$ cat config.mk
export PLATFORM = sky130hd
export DESIGN_NAME = agc_ctrl
export DESIGN_NICKNAME = d
export VERILOG_FILES = /design/src/rtl/agc_pkg.sv /design/src/rtl/agc_peak_detect.sv /design/src/rtl/agc_ctrl.sv
export SDC_FILE = /design/constraint.sdc
export NUM_CORES = 1
export LEC_CHECK = 0
export BUFFER_PORTS_ARGS = -buffer_cell sky130_fd_sc_hd__buf_2
export CELL_PAD_IN_SITES_DETAIL_PLACEMENT = 2
export CELL_PAD_IN_SITES_GLOBAL_PLACEMENT = 2
export CORE_UTILIZATION = 35
export CTS_CLUSTER_DIAMETER = 30
export DETAILED_ROUTE_END_ITERATION = 10
export PLACE_DENSITY_LB_ADDON = 0.1
export REMOVE_ABC_BUFFERS = 1
export SYNTH_ARGS = -nofsm -noshare
export SYNTH_HDL_FRONTEND = slang
export SYNTH_SLANG_ARGS = --single-unit
export TNS_END_PERCENT = 10
$ cat constraint.sdc
create_clock -name clk -period 3.25 [get_ports clk]
set_input_delay 0.325 -clock clk [delete_from_list [all_inputs] [get_ports clk]]
set_output_delay 0.325 -clock clk [all_outputs]
set_load 0.1 [all_outputs]
$ cat src/rtl/agc_pkg.sv
// Shared state encoding, default constants and decision helper for the AGC controller.
package agc_pkg;

   localparam int unsigned DATA_W = 16;
   localparam int unsigned GAIN_W = 8;

   localparam int unsigned        DEF_WINDOW    = 1024;
   localparam int unsigned        DEF_HOLD      = 64;
   localparam logic [DATA_W-1:0]  DEF_HI_THRESH = 16'h0C00;
   localparam logic [DATA_W-1:0]  DEF_LO_THRESH = 16'h0300;
   localparam logic [GAIN_W-1:0]  DEF_GAIN_INIT = 8'd4;
   localparam logic [GAIN_W-1:0]  DEF_GAIN_MAX  = 8'd31;

   // Sample level that triggers an immediate gain drop when fast attack is built in.
   localparam logic [DATA_W-1:0]  FAST_ATTACK_LEVEL = 16'hF000;

   typedef enum logic [1:0] {
      IDLE    = 2'd0,
      MEASURE = 2'd1,
      DECIDE  = 2'd2,
      SETTLE  = 2'd3
   } agc_state_t;

   typedef struct packed {
      logic dec;
      logic inc;
      logic ovl;
   } agc_decision_t;

   function automatic int unsigned cnt_width(input int unsigned window,
                                             input int unsigned hold);
      return $clog2(((window > hold) ? window : hold) + 1);
   endfunction

   // Window-end decision; threshold-equal peaks leave gain alone.
   function automatic agc_decision_t agc_decide(input logic [DATA_W-1:0] peak,
                                                input logic [GAIN_W-1:0] gain,
                                                input logic [DATA_W-1:0] hi,
                                                input logic [DATA_W-1:0] lo,
                                                input logic [GAIN_W-1:0] gmax);
      agc_decision_t d;
      d.dec = (peak > hi) && (gain != '0);
      d.inc = !d.dec && (peak < lo) && (gain < gmax);
      d.ovl = (peak > hi) && (gain == '0);
      return d;
   endfunction

endpackage

$ cat src/rtl/agc_peak_detect.sv
// Running maximum of valid demod samples, cleared at the start of each window.
module agc_peak_detect
   import agc_pkg::*;
(
   input  logic              clk,
   input  logic              rst_n,
   input  logic              clear,
   input  logic              sample_valid,
   input  logic [DATA_W-1:0] sample,
   output logic [DATA_W-1:0] peak
);

   logic [DATA_W-1:0] peak_q;

   always_ff @(posedge clk or negedge rst_n) begin
      if (!rst_n) begin
         peak_q <= '0;
      end else if (clear) begin
         peak_q <= '0;
      end else if (sample_valid && (sample > peak_q)) begin
         peak_q <= sample;
      end
   end

   assign peak = peak_q;

endmodule

$ cat src/rtl/agc_ctrl.sv
// Peak-based AGC loop: measure a window of demod samples, step CIC gain, settle.
// Optional build macro AGC_FAST_ATTACK_EN adds an immediate gain drop on near-full-scale samples.
module agc_ctrl
   import agc_pkg::*;
#(
   parameter int unsigned       WINDOW    = DEF_WINDOW,
   parameter int unsigned       HOLD      = DEF_HOLD,
   parameter logic [DATA_W-1:0] HI_THRESH = DEF_HI_THRESH,
   parameter logic [DATA_W-1:0] LO_THRESH = DEF_LO_THRESH,
   parameter logic [GAIN_W-1:0] GAIN_INIT = DEF_GAIN_INIT,
   parameter logic [GAIN_W-1:0] GAIN_MAX  = DEF_GAIN_MAX
) (
   input  logic              clk,
   input  logic              RSTb,
   input  logic [DATA_W-1:0] demod_in,
   input  logic              in_tick,
   input  logic              enable,
   output logic [GAIN_W-1:0] gain_out,
   output logic              gain_strobe,
   output logic              overload
);

   localparam int unsigned      CNT_W     = cnt_width(WINDOW, HOLD);
   localparam logic [CNT_W-1:0] WIN_LAST  = CNT_W'(WINDOW - 1);
   localparam logic [CNT_W-1:0] HOLD_LAST = CNT_W'(HOLD - 1);

   agc_state_t        state_q, state_d;
   logic [GAIN_W-1:0] gain_q, gain_d;
   logic              strobe_q, strobe_d;
   logic              overload_q, overload_d;
   logic [CNT_W-1:0]  cnt_q, cnt_d;

   logic              peak_clear;
   logic              peak_update;
   logic [DATA_W-1:0] peak;
   agc_decision_t     decision;
   logic              fast_hit;

   agc_peak_detect u_peak (
      .clk          (clk),
      .rst_n        (RSTb),
      .clear        (peak_clear),
      .sample_valid (peak_update),
      .sample       (demod_in),
      .peak         (peak)
   );

   always_ff @(posedge clk or negedge RSTb) begin
      if (!RSTb) begin
         state_q    <= IDLE;
         gain_q     <= GAIN_INIT;
         strobe_q   <= 1'b0;
         overload_q <= 1'b0;
         cnt_q      <= '0;
      end else begin
         state_q    <= state_d;
         gain_q     <= gain_d;
         strobe_q   <= strobe_d;
         overload_q <= overload_d;
         cnt_q      <= cnt_d;
      end
   end

   always_comb begin
      state_d     = state_q;
      gain_d      = gain_q;
      strobe_d    = 1'b0;
      overload_d  = overload_q;
      cnt_d       = cnt_q;
      peak_clear  = 1'b0;
      peak_update = 1'b0;
      decision    = agc_decide(peak, gain_q, HI_THRESH, LO_THRESH, GAIN_MAX);
      fast_hit    = 1'b0;
`ifdef AGC_FAST_ATTACK_EN
      fast_hit    = (demod_in >= FAST_ATTACK_LEVEL) && (gain_q != '0);
`endif

      // Dropping enable abandons the current window or settle period; gain holds.
      if (!enable) begin
         state_d = IDLE;
      end else begin
         case (state_q)
            IDLE: begin
               state_d    = MEASURE;
               peak_clear = 1'b1;
               cnt_d      = '0;
            end

            MEASURE: begin
               if (in_tick) begin
                  if (fast_hit) begin
                     gain_d   = gain_q - GAIN_W'(1);
                     strobe_d = 1'b1;
                     state_d  = SETTLE;
                     cnt_d    = '0;
                  end else begin
                     peak_update = 1'b1;
                     cnt_d       = cnt_q + CNT_W'(1);
                     if (cnt_q == WIN_LAST) begin
                        state_d = DECIDE;
                     end
                  end
               end
            end

            DECIDE: begin
               if (decision.ovl) begin
                  overload_d = 1'b1;
               end
               cnt_d = '0;
               if (decision.dec || decision.inc) begin
                  gain_d   = decision.dec ? (gain_q - GAIN_W'(1)) : (gain_q + GAIN_W'(1));
                  strobe_d = 1'b1;
                  state_d  = SETTLE;
               end else begin
                  state_d    = MEASURE;
                  peak_clear = 1'b1;
               end
            end

            SETTLE: begin
               if (in_tick) begin
                  if (cnt_q == HOLD_LAST) begin
                     state_d    = MEASURE;
                     peak_clear = 1'b1;
                     cnt_d      = '0;
                  end else begin
                     cnt_d = cnt_q + CNT_W'(1);
                  end
               end
            end

            default: begin
               state_d = IDLE;
            end
         endcase
      end
   end

   assign gain_out    = gain_q;
   assign gain_strobe = strobe_q;
   assign overload    = overload_q;

endmodule

# Word level (Yosys, flattened, before mapping)
# Cells that the tools add are included.
[classes]
n_bitwise = 0
eq_ne = 11
n_reduce_logical = 16
shift = 0
magnitude_cmp = 4
muxes = 25
n_addsub = 3
mul = 0
div_mod_pow = 0
[op_table]
columns = ["operator", "count"]
rows = [
  ["11-bit two-way mux", 3],
  ["11-bit case mux with 3 select lines", 1],
  ["16-bit two-way mux", 2],
  ["16-bit by 12-bit > comparator with 1-bit output, second input constant", 1],
  ["16-bit > comparator", 1],
  ["16-bit by 10-bit < comparator with 1-bit output, second input constant", 1],
  ["2-bit two-way mux", 6],
  ["3-bit inequality test, second input constant", 4],
  ["11-bit by 1-bit adder with 11-bit output, second input constant", 1],
  ["11-bit by 10-bit equality test with 1-bit output, second input constant", 1],
  ["11-bit by 6-bit equality test with 1-bit output, second input constant", 1],
  ["1-bit two-way mux", 10],
  ["3-bit AND reduction", 3],
  ["8-bit by 1-bit adder with 8-bit output, second input constant", 1],
  ["8-bit logical NOT", 1],
  ["8-bit by 5-bit < comparator with 1-bit output, second input constant", 1],
  ["8-bit two-way mux", 1],
  ["2-bit case mux with 4 select lines", 1],
  ["8-bit nonzero test", 1],
  ["8-bit by 1-bit subtractor with 8-bit output, second input constant", 1],
  ["1-bit logical AND", 5],
  ["2-bit equality test, second input constant", 2],
  ["2-bit inequality test, second input constant", 2],
  ["4-bit AND reduction", 1],
  ["7 further kinds", 7],
]
[totals]
wordCells = 65
romBits = 0
register_bits = 39
ram_bits = 0
latch_bits = 0
output_inout_bits = 10
in_bits = 20
n_memories = 0

# Depth between registers and ports, before layout
# Gate-level depths: netlist of run 1.
[logic_depth]
word_depth = 10
depth_mapped = 11

# Cells and area by module
# Synthesis of run 1 repeated with hierarchy kept, for this count alone.
[unflattened]
cells_unflattened = 265
hier_area_um2 = 2628.8
[by_module_without_submodules]
columns = ["module", "area_per_inst_um2", "n_inst", "cells_per_inst"]
rows = [
  ["agc_ctrl", 1500.2, 1, 162],
  ["agc_peak_detect", 1128.6, 1, 103],
]

# Worst setup path before layout of run 1
# No wires, ideal clock.
[synth_path]
path_kind = "register -> register"
startpoint = "register gain_q[0] (netlist: gain_out[0])"
endpoint = "register gain_q[6] (netlist: gain_out[6])"
synth_period_minus_slack_ns = 3.325
stages_incl_launch_ff = 12
arrival_ns = 3.197
setup_slack_ns = -0.075
setup_ns = 0.128
cell_sequence = "dfrtp_1 > or4_4 > nor3_2 > o21bai_4 > inv_1 > ha_1 > nor2b_1 > nor3_1 > o21bai_1 > a21oi_1 > xnor2_1 > mux2_1"
[synth_between]
elab_chain_cells = 7
[synth_lines]
columns = ["element", "line_no", "rtl"]
rows = [
  ["start, declared", "agc_ctrl.sv:28", "logic [GAIN_W-1:0] gain_q, gain_d;"],
  ["start signal, assigned", "agc_ctrl.sv:57", "gain_q <= gain_d;"],
  ["branches (longest 7 deep; another with 8-bit by 5-bit < comparator with 1-bit output)", "-", ""],
]
# Several ways; the timed one is not identified.
# A chain may end at the register's enable or synchronous reset.

# Worst setup path after layout of run 1
[layout_path]
startpoint = "register gain_q[0] (netlist: gain_out[0])"
endpoint = "register gain_q[7] (netlist: gain_out[7])"
# Same word-level chain as after synthesis.

==> impl_metrics.env, run 1 <==
export IMPL_drt_total_wl_um=7150
export IMPL_synth_edf_count=0
export IMPL_antenna_found_initial=0
export IMPL_fmax_mhz=333
export IMPL_placed_cell_area_um2=2880
export IMPL_status="finished clean"
export IMPL_rows=31
export IMPL_max_cap_violations=0
export IMPL_top_layer="met4"
export IMPL_netlist_instances=285
export IMPL_h_tree_depth=2
export IMPL_die_area_um2=7930
export IMPL_cts_inserted_buffers=5
export IMPL_die_h_um=89.0
export IMPL_ir_drop_v=0.000397
export IMPL_antenna_cells=0
export IMPL_post_cts_setup_buffers=0
export IMPL_rsz0062_at_grt="false"
export IMPL_wl_met1_um=3330
export IMPL_yosys_top_cells_count="dfrtp_1, a21oi_1, ha_1, nand3_1, inv_1"
export IMPL_cts_resized=0
export IMPL_cp_required_ps=3460
export IMPL_clk_pin_slew_worst_paths_ps=80
export IMPL_hold_violations=0
export IMPL_finalSetupViolCount=0
export IMPL_layout_nets=362
export IMPL_synth_most_common_cell="dfrtp_1"
export IMPL_yosys_area_top_type="dfrtp_1"
export IMPL_synth_area_per_cell_um2=9.30
export IMPL_grt_max_degree=40
export IMPL_drive_gt1_frac=0.177
export IMPL_n_fill_cell=861
export IMPL_synthArstFlopShare=1.00
export IMPL_finalCritPeriodShare=0.925
export IMPL_vias_per_cell=5.35
export IMPL_synth_area_leaders="dfrtp_1, ha_1, a21oi_1"
export IMPL_worstHoldPathType="in -> async"
export IMPL_end_kind="flop"
export IMPL_grt_pass1_wl_um=11900
export IMPL_wl_met2_um=3580
export IMPL_worst_r2r_path_depth=11
export IMPL_power_density_nw_per_um2=834
export IMPL_coreArea_um2=7290
export IMPL_final_min_clock_period_ps=3010
export IMPL_report_final_slew_viol_count=0
export IMPL_ys_seq_area_frac=0.369
export IMPL_dr_wl_met3_um=149
export IMPL_worstPathArrival_ps=3220
export IMPL_clock_path_buffers=2
export IMPL_yosysWarnings=0
export IMPL_synth_area_um2=2650
export IMPL_dp_hpwl_um=5370
export IMPL_clk_latency_ps=290
export IMPL_grt_use_total=0.199
export IMPL_p_leak_uw=0.00131
export IMPL_cts_sinks=39
export IMPL_ys_flop_type="dfrtp_1"
export IMPL_finalClockSkew_ps=6.92
export IMPL_routabilityCongestion=0.735
export IMPL_vias=2219
export IMPL_cts_root_buf="clkbuf_8"
export IMPL_routedWlPerCell_um=17.2
export IMPL_final_util=0.413
export IMPL_cts_tree="built"
export IMPL_drt_pre_antenna_iters=4
export IMPL_critical_path_class="reg -> reg"
export IMPL_die_w_um=89.0
export IMPL_num_io_pins=30
export IMPL_tightest_slew_ps=932
export IMPL_grt_ovfl_total=0
export IMPL_startpoint_type="flop"
export IMPL_drt_iter0_drc=52
export IMPL_ys_seq_elements=39
export IMPL_synth_cell_type_count=49
export IMPL_postCtsHoldBufs=0
export IMPL_grt_pass1_vias=2380
export IMPL_area_delta_synth_final_pct=13.6
export IMPL_synth_top_area_share=0.359
export IMPL_crit_path_max_fanout=6
export IMPL_numPortBuffers=29
export IMPL_initial_core_util=0.364
export IMPL_route_detailed_drc=0
export IMPL_antenna_left=0
export IMPL_holdWs_ps=167
export IMPL_final_area_um2=3010
export IMPL_slew_headroom=0.378
-- layout by cell type, fill, tap and decap left out, types with 5 or more instances in the layout --
| cell type | synthesis | routed |
|---|---|---|
| o21ai_1 | 5 | 5 |
| nor2_1 | 21 | 21 |
| nand3_1 | 26 | 26 |
| dfrtp_1 | 38 | 38 |
| xnor2_1 | 8 | 8 |
| o21ai_0 | 20 | 20 |
| a21oi_1 | 29 | 29 |
| ha_1 | 26 | 26 |
| nor3_1 | 5 | 5 |
| buf_2 | 2 | 29 |
| inv_1 | 24 | 24 |
| nand4_1 | 6 | 6 |
| xor2_1 | 6 | 6 |
| mux2_1 | 5 | 5 |
| clkbuf_8 | 0 | 5 |
| nand2_1 | 14 | 14 |
-- layer usage --
metal	vias up	GRT usage
met5	-	0
met4	0	0.0548
met3	7	0.0268
met2	32	0.362
met1	1105	0.247
li1	1075	-
-- final cells by class --
cell class / count / area (um^2) / share of cell area
Timing Repair Buffer: 31 / 160 / 0.0532
Clock buffer: 6 / 72.6 / 0.0241
Clock inverter: 2 / 60.1 / 0.0199
Multi-Input combinational cell: 214 / 1530 / 0.507
Inverter: 24 / 90.1 / 0.0299
Sequential cell: 39 / 977 / 0.324
Tap cell: 99 / 124 / 0.0411
-- kinds of logic after synthesis --
family | count (synthesis) | share of synthesized area
multiplexers | 6 | 0.0250
buffers and inverters | 32 | 0.0552
flip-flops | 39 | 0.369
adder cells (fa/ha/maj) | 27 | 0.130
AO/OA/AOI/OAI | 75 | 0.192
XOR/XNOR | 14 | 0.0462
AND/OR/NAND/NOR | 92 | 0.183
-- sequential cells by signal, indices dropped and copies added, names as in the netlist --
name         count
state_q          2
overload         1
gain_out         8
u_peak.peak     16
gain_strobe      1
cnt_q           11
-- worst max-delay path, stage by stage, from the launching register on --
cell and delay (ps):
dfrtp_1 430, or4_4 560, nor3_2 200, o21bai_4 160, inv_1 150, ha_1 300, a21oi_1 170, o211ai_1 160
o41ai_1 390, nor3_1 90, a21oi_1 170, xnor2_1 140
-- where the power goes --
part	internal, uW	switching [uW]
sequential	584	105
clock	307	180
combinational	435	902
-- worst paths after layout --
| kind | from | end | slack (ps) |
|---|---|---|---|
| worst max-delay path | gain_out[0] | gain_out[7] | 240 |
| worst min-delay path | RSTb | u_peak.peak[14] | 170 |
| worst max register to register | gain_out[0] | gain_out[7] | 240 |
| worst min register to register | overload | overload | 480 |
| max in group asynchronous | RSTb | cnt_q[5] | 2500 |
| min in group clk | demod_in[11] | u_peak.peak[11] | 290 |
-- stage by stage --
step	worst slack [ps]	setup TNS, ps	total power (uW)	std cells
5_1_grt	102	0	2710	415
2_1_floorplan	-75.0	-83.7	1710	277
3_3_place_gp	398	0	2000	407
3_5_place_dp	293	0	2040	407
6_report	245	0	2510	415
4_1_cts	241	0	2550	415
Power figures use the tool's default switching activity.
==> run 2, diff against run 1 <==
==> constraint.sdc (replaced) <==
create_clock -name clk -period 3.1 [get_ports clk]
set_input_delay 0.31 -clock clk [delete_from_list [all_inputs] [get_ports clk]]
set_output_delay 0.31 -clock clk [all_outputs]
set_load 0.1 [all_outputs]
==> run 2 against run 1 <==
  * Critical path depth unchanged
  * Combinational power grew 6%
  * Non-clock buffer count rose by 2
  * Setup slack gained 9.0 ps
  * Sequential share of layout area grew 0.26 points
  * Cell count up 0.48%
  * Count of clock-buffer cells in the layout grew 1
  * Clock skew decreased by 2.6 ps
  * Via count increased by 0.81%
  * Hold slack worse by 21 ps
  * Critical endpoint is now gain_out[6]
==> impl_metrics.env, run 2 (same netlist as run 1, synthesis figures left out) <==
export IMPL_numPortBuffers=29
export IMPL_worstHoldPathType="in -> async"
export IMPL_grt_pass1_vias=2404
export IMPL_r2r_end="gain_out[6]"
export IMPL_cts_sinks=39
export IMPL_die_h_um=89.0
export IMPL_rrSetupSlack_ps=250
export IMPL_worst_r2r_path_depth=11
export IMPL_tightest_slew_ps=927
export IMPL_max_cap_violations=0
export IMPL_path_cells="or4_4 -> nor3_2 -> o21bai_4 -> inv_2 -> ha_1 -> nor2b_1 -> nor3_2 -> o21bai_1 -> a21oi_1 -> xnor2_1 -> mux2_1"
export IMPL_num_io_pins=30
export IMPL_crit_family="simple AND/OR/NAND/NOR gates"
export IMPL_vias_per_cell=5.36
export IMPL_grt_pass1_wl_um=11600
export IMPL_critical_path_class="reg -> reg"
export IMPL_r2r_start="gain_out[0]"
export IMPL_antenna_left=0
export IMPL_crit_top_cell="nor3_2"
export IMPL_power_density_nw_per_um2=832
export IMPL_largest_reg_flops=16
export IMPL_routedWlPerCell_um=16.7
export IMPL_holdWs_ps=146
export IMPL_h_tree_depth=2
export IMPL_final_area_um2=2990
export IMPL_setup_slack_ps=254
export IMPL_layout_commonest_cell="dfrtp_1"
export IMPL_end_kind="flop"
export IMPL_rsz0062_at_grt="false"
export IMPL_dp_hpwl_um=5350
export IMPL_slowest_delay_ps=540
export IMPL_cp_slowest_cell="or4_4"
export IMPL_cts_root_buf="clkbuf_8"
export IMPL_finalSetupViolCount=0
export IMPL_p_leak_uw=0.00131
export IMPL_finalCritPeriodShare=0.918
export IMPL_drt_total_wl_um=6970
export IMPL_postCtsHoldBufs=0
export IMPL_die_area_um2=7930
export IMPL_routabilityCongestion=0.730
export IMPL_grt_max_degree=40
export IMPL_grt_use_total=0.191
export IMPL_clk_latency_ps=290
export IMPL_antenna_found_initial=0
export IMPL_slew_headroom=0.382
export IMPL_cp_required_ps=3270
export IMPL_startpoint_type="flop"
export IMPL_n_fill_cell=848
export IMPL_final_min_clock_period_ps=2850
export IMPL_cts_tree="built"
export IMPL_drt_iter0_drc=26
export IMPL_route_detailed_drc=0
export IMPL_worst_path_buf_inv=1
export IMPL_cts_inserted_buffers=5
export IMPL_layout_nets=364
export IMPL_layout_common_cells="dfrtp_1, a21oi_1, buf_2"
export IMPL_finalClockSkew_ps=4.35
export IMPL_status="finished clean"
export IMPL_grt_ovfl_total=0
export IMPL_post_cts_setup_buffers=0
export IMPL_antenna_cells=0
export IMPL_worstPathArrival_ps=3020
export IMPL_coreArea_um2=7290
export IMPL_drt_pre_antenna_iters=4
export IMPL_clock_path_buffers=2
export IMPL_report_final_slew_viol_count=0
export IMPL_hold_violations=0
export IMPL_rows=31
export IMPL_fmax_mhz=351
export IMPL_clk_pin_slew_worst_paths_ps=80
export IMPL_drive_gt1_frac=0.189
export IMPL_placed_cell_area_um2=2890
export IMPL_die_w_um=89.0
export IMPL_ir_drop_v=0.000418
export IMPL_vias=2237
export IMPL_initial_core_util=0.364
export IMPL_area_delta_synth_final_pct=12.7
export IMPL_pre_cts_ws_ps=94.7
export IMPL_crit_path_max_fanout=6
-- run 2: worst max path at each step --
| stage | from | to | slack, ps | depth (start not counted) |
|---|---|---|---|---|
| final | gain_out[0] | gain_out[6] | 250 | 11 |
| after global routing | gain_out[0] | gain_out[7] | 40 | 11 |
| after detailed placement | gain_out[0] | gain_out[6] | 90 | 11 |
| after global placement | gain_out[0] | gain_out[6] | 250 | 11 |
| after CTS | gain_out[0] | gain_out[6] | 80 | 11 |
| after floorplan | gain_out[0] | gain_out[6] | -230 | 11 |
-- run 2: where the power goes --
| group | switching [uW] | internal, uW |
|---|---|---|
| logic | 944 | 476 |
| clock network | 180 | 158 |
| registers | 114 | 613 |
-- run 2: area by class of cell --
class,count,area [um^2],share of cell area
Multi-Input combinational cell,214,1540,0.515
Sequential cell,39,977,0.327
Timing Repair Buffer,33,175,0.0586
Tap cell,99,124,0.0415
Inverter,24,90.1,0.0302
Clock buffer,7,76.3,0.0255
Clock inverter,1,5.00,0.00168
-- run 2: timing repair --
action                                  in CTS  in global routing
resized for setup                            0                  3
hold endpoints to repair                     0                  0
endpoints found under the setup margin       0                  2
-- run 2: metrics by stage --
stage               cells  power [uW]  TNS [ps]   util
CTS                   417        2520         0  0.408
floorplan             277        1790      -442      -
finish                417        2480         0  0.410
global placement      409        2120         0  0.397
global route          417        2680         0  0.410
detailed placement    409        2160         0  0.397
-- run 2: metal layers --
| layer | up-vias | GRT usage | routed length [um] |
|---|---|---|---|
| li1 | 1084 | - | - |
| met1 | 1126 | 0.250 | 3330 |
| met2 | 23 | 0.336 | 3440 |
| met3 | 4 | 0.0259 | 143 |
| met4 | 0 | 0.0476 | 54 |
| met5 | - | 0 | 0 |
==> run 3, diff against run 2 <==
--- a/config.mk
+++ b/config.mk
@@ -8,6 +8,7 @@
 export BUFFER_PORTS_ARGS = -buffer_cell sky130_fd_sc_hd__buf_2
 export CELL_PAD_IN_SITES_DETAIL_PLACEMENT = 2
 export CELL_PAD_IN_SITES_GLOBAL_PLACEMENT = 2
+export CORE_MARGIN = 2
 export CORE_UTILIZATION = 35
 export CTS_CLUSTER_DIAMETER = 30
 export DETAILED_ROUTE_END_ITERATION = 10
==> constraint.sdc (replaced) <==
create_clock -name clk -period 3.1 [get_ports clk]
set_input_delay 0.155 -clock clk [delete_from_list [all_inputs] [get_ports clk]]
set_output_delay 0.155 -clock clk [all_outputs]
set_load 0.1 [all_outputs]
==> run 3 against run 2 <==
  * Clock power barely moved
  * Combinational power is essentially flat
  * Final area rose by 0.34%
  * Largest cell class unchanged
==> impl_metrics.env, run 3 (same netlist as run 1, synthesis figures left out) <==
export IMPL_cp_slowest_cell="or4_4"
export IMPL_end_kind="flop"
export IMPL_startpoint_type="flop"
export IMPL_slowest_delay_ps=550
export IMPL_max_cap_violations=0
export IMPL_clkPwrFrac=0.137
export IMPL_p_leak_uw=0.00131
export IMPL_n_fill_cell=874
export IMPL_r2r_end="gain_out[7]"
export IMPL_clock_path_buffers=2
export IMPL_netSwitchingFraction=0.501
export IMPL_drt_iter0_drc=68
export IMPL_vias=2225
export IMPL_worst_path_buf_inv=1
export IMPL_placed_cells=408
export IMPL_path_cells="or4_4 -> nor3_4 -> o21bai_4 -> inv_2 -> ha_1 -> a21oi_2 -> o211ai_1 -> o41ai_2 -> nor3_1 -> a21oi_1 -> xnor2_1"
export IMPL_die_w_um=91.0
export IMPL_drt_pre_antenna_iters=5
export IMPL_grt_busiest_layer="met2"
export IMPL_crit_path_max_fanout=6
export IMPL_final_min_clock_period_ps=2880
export IMPL_switchingPower_uw=1250
export IMPL_initial_core_util=0.364
export IMPL_grt_max_degree=40
export IMPL_die_h_um=91.0
export IMPL_status="finished clean"
export IMPL_die_area_um2=8290
export IMPL_use_met2=0.331
export IMPL_worstPathArrival_ps=3090
export IMPL_vias_per_cell=5.35
export IMPL_placed_cell_area_um2=2890
export IMPL_largest_reg_flops=16
export IMPL_drive_gt1_frac=0.196
export IMPL_instances_no_fill=416
export IMPL_drt_total_wl_um=7120
export IMPL_cts_sinks=39
export IMPL_antenna_left=0
export IMPL_antenna_cells=0
export IMPL_r2r_start="gain_out[0]"
export IMPL_grt_use_total=0.183
export IMPL_fmax_mhz=347
export IMPL_final_area_um2=3000
export IMPL_routabilityCongestion=0.746
export IMPL_postCtsHoldBufs=0
export IMPL_clk_latency_ps=290
export IMPL_layout_commonest_cell="dfrtp_1"
export IMPL_layout_nets=363
export IMPL_p_int_uw=1250
export IMPL_combPwrFrac=0.572
export IMPL_finalCritPeriodShare=0.929
export IMPL_antenna_found_initial=0
export IMPL_report_final_slew_viol_count=0
export IMPL_coreArea_um2=7290
export IMPL_grtUsageMet1=0.228
export IMPL_slew_headroom=0.374
export IMPL_rrSetupSlack_ps=220
export IMPL_p_seq_frac=0.292
export IMPL_use_met3=0.0266
export IMPL_hold_violations=0
export IMPL_power_density_nw_per_um2=835
export IMPL_numPortBuffers=29
export IMPL_dp_hpwl_um=5340
export IMPL_rows=31
export IMPL_ir_drop_v=0.000456
export IMPL_routedWlPerCell_um=17.1
export IMPL_h_tree_depth=2
export IMPL_grt_ovfl_total=0
export IMPL_cts_tree="built"
export IMPL_cts_root_buf="clkbuf_8"
export IMPL_clk_pin_slew_worst_paths_ps=80
export IMPL_worst_r2r_path_depth=11
export IMPL_crit_family="compound AO/OA/AOI/OAI gates"
export IMPL_num_io_pins=30
export IMPL_cts_inserted_buffers=5
export IMPL_finalSetupViolCount=0
export IMPL_finalClockSkew_ps=4.20
export IMPL_cp_required_ps=3310
export IMPL_worstHoldPathType="in -> async"
export IMPL_tightest_slew_ps=939
export IMPL_critical_path_class="reg -> reg"
export IMPL_grt_pass1_vias=2499
export IMPL_grt_pass1_wl_um=12300
export IMPL_route_detailed_drc=0
export IMPL_layout_common_cells="dfrtp_1, buf_2, a21oi_1"
export IMPL_area_delta_synth_final_pct=13.1
## run 3: repair_timing
action	in CTS	in global routing
setup endpoints to repair	0	2
buffers inserted	0	0
gates resized for setup	0	7
## run 3: final cells by class
type	count	area (um^2)	area share
tap	99	124	0.0413
clock buffer	7	76.3	0.0255
sequential	39	978	0.326
clock inverter	1	5.00	0.00167
inverter	24	90.1	0.0301
timing repair buffer	32	168	0.0559
multi-input combinational	214	1560	0.519
## run 3: power groups by stage
stage	registers (uW)	logic [uW]	clock network [uW]
after floorplan	977	813	0
after global placement	729	1380	0
after detailed placement	734	1420	0
after CTS	725	1420	360
after global routing	753	1590	381
final	730	1430	342
## run 3: per-layer routing
metal	vias up	share of wire
met5	-	0
met4	0	0.0091
met3	5	0.018
met2	24	0.51
met1	1117	0.46
li1	1079	-
## run 3: worst register-to-register path: stages (launching register included)
cell	delay, ps
dfrtp_2	440
or4_4	550
nor3_4	180
o21bai_4	150
inv_2	90
ha_1	300
a21oi_2	170
o211ai_1	150
o41ai_2	370
nor3_1	90
a21oi_1	160
xnor2_1	140
## run 3: how the worst max path moves through the flow
stage	start	endpoint	cells past startpoint
2_1_floorplan	gain_out[0]	gain_out[6]	11
3_3_place_gp	gain_out[0]	gain_out[6]	11
3_5_place_dp	gain_out[0]	gain_out[7]	11
4_1_cts	gain_out[0]	gain_out[7]	11
5_1_grt	gain_out[0]	gain_out[7]	11
6_report	gain_out[0]	gain_out[7]	11
## run 3: stage by stage
step | total power, uW | util | hold WS, ps | setup WS, ps | TNS, ps
2_1_floorplan | 1790 | - | -141 | -225 | -442
3_3_place_gp | 2110 | 0.396 | 350 | 249 | 0
3_5_place_dp | 2150 | 0.396 | 365 | 64.6 | 0
4_1_cts | 2510 | 0.407 | 42.3 | 38.0 | 0
5_1_grt | 2720 | 0.411 | 71.1 | -14.6 | -14.6
6_report | 2500 | 0.411 | 0.383 | 221 | 0
